**config.mk**
```make
export PLATFORM = sky130hd
export DESIGN_NAME = mem_load_unit
export DESIGN_NICKNAME = d
export VERILOG_FILES = /design/src/rtl/mem_load_unit_pkg.sv /design/src/rtl/mem_load_unit_extract.sv /design/src/rtl/mem_load_unit.sv
export SDC_FILE = /design/constraint.sdc
export NUM_CORES = 1
export LEC_CHECK = 0
export CAP_MARGIN = 20
export CORE_MARGIN = 1.5
export CORE_UTILIZATION = 35
export CTS_CLUSTER_SIZE = 25
export DETAILED_ROUTE_END_ITERATION = 12
export GPL_ROUTABILITY_DRIVEN = 0
export GPL_TIMING_DRIVEN = 0
export REMOVE_ABC_BUFFERS = 1
export SETUP_SLACK_MARGIN = 0.1
export SLEW_MARGIN = 20
export SYNTH_ARGS = -nofsm -noshare
export SYNTH_HDL_FRONTEND = slang
export SYNTH_HIERARCHICAL = 1
export SYNTH_SLANG_ARGS = --single-unit
```
**constraint.sdc**
```tcl
create_clock -name clk -period 3.05 [get_ports clk]
set_clock_uncertainty 0.05 [all_clocks]
set_input_delay 0.61 -clock clk [delete_from_list [all_inputs] [get_ports clk]]
set_output_delay 0.61 -clock clk [all_outputs]
set_load 0.005 [all_outputs]
```
**src/rtl/mem_load_unit_pkg.sv**
```systemverilog
// Shared width codes, FSM state encoding and alignment helper for the load unit.
package mem_load_unit_pkg;

    localparam logic [1:0] WB_BYTE = 2'b00;
    localparam logic [1:0] WB_HEX  = 2'b01;
    localparam logic [1:0] WB_WORD = 2'b10;

    typedef enum logic [1:0] {
        LD_IDLE = 2'b00,
        LD_WAIT = 2'b01,
        LD_DONE = 2'b10
    } ld_state_e;

    function automatic logic misaligned(input logic [1:0] op, input logic [1:0] sel);
        return ((op == WB_HEX) && sel[0]) || ((op == WB_WORD) && (sel != 2'b00));
    endfunction

endpackage

```
**src/rtl/mem_load_unit_extract.sv**
```systemverilog
// Combinational byte/half/word lane select with sign/zero extension (mirror of store merge).
module load_extract
    import mem_load_unit_pkg::*;
(
    input  logic [1:0]  op_i,
    input  logic [1:0]  sel_i,
    input  logic        unsigned_i,
    input  logic [31:0] rdata_i,
    output logic [31:0] result_o
);

    logic [7:0]  byte_s;
    logic [15:0] half_s;

    always_comb begin
        byte_s = rdata_i[7:0];
        case (sel_i)
            2'b00:   byte_s = rdata_i[7:0];
            2'b01:   byte_s = rdata_i[15:8];
            2'b10:   byte_s = rdata_i[23:16];
            default: byte_s = rdata_i[31:24];
        endcase

        half_s = rdata_i[15:0];
        case (sel_i)
            2'b00:   half_s = rdata_i[15:0];
            2'b01:   half_s = rdata_i[23:8];
            default: half_s = rdata_i[31:16];
        endcase

        result_o = rdata_i;
        case (op_i)
            WB_BYTE: result_o = {{24{~unsigned_i & byte_s[7]}}, byte_s};
            WB_HEX:  result_o = {{16{~unsigned_i & half_s[15]}}, half_s};
            default: result_o = rdata_i;
        endcase
    end

endmodule

```
**src/rtl/mem_load_unit.sv**
```systemverilog
// Single-outstanding load port: aligned DRAM read, ack timeout, lane extraction.
// Optional LOAD_MISALIGN_TRAP_EN: misaligned HEX/WORD loads complete at once with ld_err.
module mem_load_unit
    import mem_load_unit_pkg::*;
#(
    parameter int unsigned ACK_TIMEOUT = 16,
    parameter int unsigned CNT_W       = 5
) (
    input  logic        clk,
    input  logic        rst_n,
    input  logic        ld_valid,
    output logic        ld_ready,
    input  logic [31:0] ld_addr,
    input  logic [1:0]  ld_op,
    input  logic        ld_unsigned,
    output logic        dram_req,
    output logic [31:0] dram_addr,
    input  logic        dram_ack,
    input  logic [31:0] dram_rdata,
    output logic        ld_done,
    output logic        ld_err,
    output logic [31:0] ld_data,
    output logic        stall
);

    ld_state_e         state_q, state_d;
    logic [CNT_W-1:0]  cnt_q, cnt_d;
    logic [1:0]        sel_q, sel_d;
    logic [1:0]        op_q, op_d;
    logic              uns_q, uns_d;
    logic              req_q, req_d;
    logic [31:0]       addr_q, addr_d;
    logic              done_q, done_d;
    logic              err_q, err_d;
    logic [31:0]       data_q, data_d;
    logic              ready_q, ready_d;
    logic              trap;
    logic [31:0]       extracted;

    load_extract u_extract (
        .op_i       (op_q),
        .sel_i      (sel_q),
        .unsigned_i (uns_q),
        .rdata_i    (dram_rdata),
        .result_o   (extracted)
    );

    always_comb begin
        state_d = state_q;
        cnt_d   = cnt_q;
        sel_d   = sel_q;
        op_d    = op_q;
        uns_d   = uns_q;
        req_d   = req_q;
        addr_d  = addr_q;
        done_d  = 1'b0;
        err_d   = 1'b0;
        data_d  = data_q;
        trap    = 1'b0;
`ifdef LOAD_MISALIGN_TRAP_EN
        trap    = misaligned(ld_op, ld_addr[1:0]);
`endif

        case (state_q)
            LD_IDLE: begin
                if (ld_valid && ready_q) begin
                    sel_d = ld_addr[1:0];
                    op_d  = ld_op;
                    uns_d = ld_unsigned;
                    cnt_d = '0;
                    if (trap) begin
                        state_d = LD_DONE;
                        done_d  = 1'b1;
                        err_d   = 1'b1;
                        data_d  = '0;
                    end else begin
                        state_d = LD_WAIT;
                        req_d   = 1'b1;
                        addr_d  = {ld_addr[31:2], 2'b00};
                    end
                end
            end
            LD_WAIT: begin
                cnt_d = cnt_q + 1'b1;
                // Ack takes priority over the timeout in the same cycle.
                if (dram_ack) begin
                    state_d = LD_DONE;
                    req_d   = 1'b0;
                    done_d  = 1'b1;
                    data_d  = extracted;
                end else if (cnt_d == CNT_W'(ACK_TIMEOUT)) begin
                    state_d = LD_DONE;
                    req_d   = 1'b0;
                    done_d  = 1'b1;
                    err_d   = 1'b1;
                    data_d  = '0;
                end
            end
            LD_DONE: state_d = LD_IDLE;
            default: state_d = LD_IDLE;
        endcase

        ready_d = (state_d == LD_IDLE);
    end

    always_ff @(posedge clk or negedge rst_n) begin
        if (!rst_n) begin
            state_q <= LD_IDLE;
            cnt_q   <= '0;
            sel_q   <= '0;
            op_q    <= '0;
            uns_q   <= 1'b0;
            req_q   <= 1'b0;
            addr_q  <= '0;
            done_q  <= 1'b0;
            err_q   <= 1'b0;
            data_q  <= '0;
            ready_q <= 1'b1;
        end else begin
            state_q <= state_d;
            cnt_q   <= cnt_d;
            sel_q   <= sel_d;
            op_q    <= op_d;
            uns_q   <= uns_d;
            req_q   <= req_d;
            addr_q  <= addr_d;
            done_q  <= done_d;
            err_q   <= err_d;
            data_q  <= data_d;
            ready_q <= ready_d;
        end
    end

    assign ld_ready  = ready_q;
    assign stall     = ~ready_q;
    assign dram_req  = req_q;
    assign dram_addr = addr_q;
    assign ld_done   = done_q;
    assign ld_err    = err_q;
    assign ld_data   = data_q;

endmodule

```
==> impl_metrics.csv, run 1 <==
group,metric,value,unit
status,outcome,"finished, final reports clean",
synthesis,syn_area_per_cell,11.3,µm²
layout,antenna_cells,0,
synthesis,synth_edf_count,0,
global_route,grt_max_degree,45,
worst_setup_path,r2r_slack,0.26,ns
clock_tree,cts_sinks,78,
synthesis,ys_types,48,
synthesis,netlist.top_cell.by_area,"dfrtp_1",
worst_setup_path,cp_max_fo,41,
synthesis,synth_common_cells,"dfrtp_1, mux2_2, nor2b_1",
drt,vias_per_cell,5.56,
clock_tree,clockBufferDepth,2,
clock_tree,cts_tree,"built",
clock_tree,root_buffer,"clkbuf_16",
timing,fin_ws,0.263,ns
synthesis,seq_area_frac_synth,42.7,%
global_route,overflow,0,
synthesis,synth_top_area_share,42.1,%
global_route,antenna_found_initial,0,
placed_design,place_hpwl,8320,µm
floorplanning,die_area,0.0138,mm²
drt,drc,0,
drt,routedWlPerCell,19.1,µm
floorplanning,start_util,36.1,%
clock_tree,h-tree-depth,3,
timing,finalHoldViolations,0,
layout,utilization,49.3,%
placed_design,post-place-ws,-0.145,ns
worst_setup_path,cp.required,3.28,ns
placed_design,placed_cells,676,
worst_setup_path,end_kind,"register",
power_and_ir_drop,power.density,924,mW/mm²
placed_design,portBuffers,137,
floorplanning,io_pins,140,
clock_tree,clk-insertion-delay-late,0.34,ns
timing,finalMaxSlewViolations,0,
global_route,grt_first_pass_wirelength,21200,µm
floorplanning,coreArea,0.0127,mm²
layout,fin_nets,588,
power_and_ir_drop,cellLeakagePower,2.33,nW
clock_tree,holdBufCountCts,0,
synthesis,dominantRegCellSynth,"dfrtp_1",
drt,routed_wl,13200,µm
global_route,grt_pass1_vias,3867,
timing,rsz0062_at_grt,"no",
timing,period_minus_slack,2.79,ns
worst_setup_path,crit_type,"reg -> reg",
timing,setup_viol,0,
synthesis,synth_area,0.00457,mm²
synthesis,ys_ff_latch,78,
synthesis,synthArstFlopShare,100,%
layout,drive_above_1_share,17.5,%
synthesis,syn_inst,404,
worst_hold_path,hp-class,"in -> async",
power_and_ir_drop,irDropWorstVdd,0.000407,V
worst_setup_path,timing.rr.end,"ld_data[27]",
timing,hold_slack,0.221,ns
floorplanning,rows,41,
clock_tree,path_clk_slew,0.06,ns
layout,fin_cells,693,
worst_setup_path,startpoint_type,"register",
synthesis,yosys.cell_count.top_type,"dfrtp_1",
drt,vias,3853,
timing,min_period_over_period,91.4,%
clock_tree,cts_buffers,9,
flow_run,max_cap_viol_count,0,
timing,fmax,359,MHz
drt,drt_iter0_drc,445,
worst_setup_path,reg2reg_depth,5,
floorplanning,die_h,117,µm
drt,ant_nets,0,
floorplanning,dieWidth,117,µm
timing,tightest_slew,1.03,ns
global_route,grt.total_usage,19.2,%
synthesis,synth_area_leaders,"dfrtp_1, mux2_2, a222oi_1",
synthesis,yosysWarningCount,6,
worst_setup_path,cp.arrival,3.02,ns
drt,drtPass1Iterations,9,
worst_setup_path,rr_startpoint,"op_q[1]",
timing,relSlewSlack,30.9,%
layout,layout-area-overhead-vs-synth,36.6,%
-- how the worst max path moves through the flow --
stage	from	end	slack, ns
6_report	op_q[1]	ld_data[27]	0.26
5_1_grt	sel_q[1]	ld_data[11]	0.11
4_1_cts	sel_q[0]	ld_data[27]	0.13
3_5_place_dp	dram_rdata[23]	ld_data[27]	-0.15
3_3_place_gp	rst_n	ld_data[28]	-1.72
2_1_floorplan	sel_q[0]	ld_data[8]	0.56
-- timing repair --
item | in CTS | in global routing
gates cloned | 1 | 0
endpoints found under the setup margin | 24 | 24
buffers inserted | 0 | 0
gates resized for setup | 1 | 1
-- critical path, stage by stage, from the launching register on --
cell	delay [ns]
dfrtp_2	0.67
nor2b_1	0.91
o2111ai_4	0.48
o211ai_1	0.25
a222oi_1	0.10
a21bo_1	0.24
-- metrics by stage --
step	instance area, µm²	setup TNS, ns	power (mW)
after global placement	5900	-160.76	4.58
after detailed placement	5930	-2.01	4.66
after global routing	6250	0	6.13
final	6250	0	5.77
after floorplan	4320	0	3.35
after CTS	6240	0	5.82
-- area by class of cell --
| cell class | count | area, µm² |
|---|---|---|
| Fill cell | 1166 | 6420 |
| Multi-Input combinational cell | 286 | 2380 |
| Sequential cell | 78 | 1960 |
| Timing Repair Buffer | 138 | 1380 |
| Clock buffer | 11 | 243 |
| Tap cell | 172 | 215 |
| Clock inverter | 5 | 58.8 |
| Inverter | 3 | 11.3 |
-- flip-flops by register name, indices dropped and copies added, names as in the netlist --
signal,flops
ld_data,32
dram_addr,30
cnt_q,5
op_q,2
sel_q,2
state_q,2
dram_req,1
ld_done,1
ld_err,1
ld_ready,1
uns_q,1
-- power breakdown --
group	switching (mW)	total [mW]	leakage (nW)	internal (mW)
Combinational	1.12	2.75	1.34	1.62
Sequential	0.473	1.93	0.850	1.46
Clock	0.442	1.10	0.142	0.656
-- per-layer routing --
metal | up-vias | share of wire (%) | global-route usage, %
met4 | 0 | 1.9 | 7.56
li1 | 1765 | - | -
met2 | 156 | 48 | 31.1
met5 | - | 0 | 0
met1 | 1913 | 45 | 25.4
met3 | 19 | 5.6 | 3.70
-- logic make-up (layout without fill, tap and decap cells) --
| kind of cell | Yosys count | in the layout | synth area share (%) |
|---|---|---|---|
| AOI/OAI and AO/OA | 130 | 131 | 24.8 |
| xor gates and xnor gates | 2 | 2 | 0.383 |
| adders and majority gates | 1 | 1 | 0.274 |
| buffers and inverters | 42 | 157 | 5.91 |
| DFF | 78 | 78 | 42.7 |
| muxes | 60 | 60 | 14.7 |
| other | 1 | 2 | 0.0820 |
| and+or+nand+nor | 90 | 90 | 11.1 |
-- layout by cell type (no fill, tap or decap), types with 4 or more instances in the layout --
cell	instances
a21bo_1	28
nand2b_1	9
nand2_1	27
mux2_2	51
a21bo_2	4
o211ai_1	32
nor2b_1	34
a22oi_1	7
dfrtp_1	75
clkdlybuf4s50_1	135
a222oi_1	32
mux2i_1	7
o21ai_0	11
clkbuf_16	9
nor2_1	6
Power figures use the tool's default switching activity.
==> inputs of run 2 (changes only) <==
--- a/config.mk
+++ b/config.mk
@@ -8,6 +8,7 @@
 export CAP_MARGIN = 20
 export CORE_MARGIN = 1.5
 export CORE_UTILIZATION = 35
+export CTS_CLUSTER_DIAMETER = 200
 export CTS_CLUSTER_SIZE = 25
 export DETAILED_ROUTE_END_ITERATION = 12
 export GPL_ROUTABILITY_DRIVEN = 0
==> results of run 2 <==
No change in the layout: final DEF, timing and power equal those of run 1.
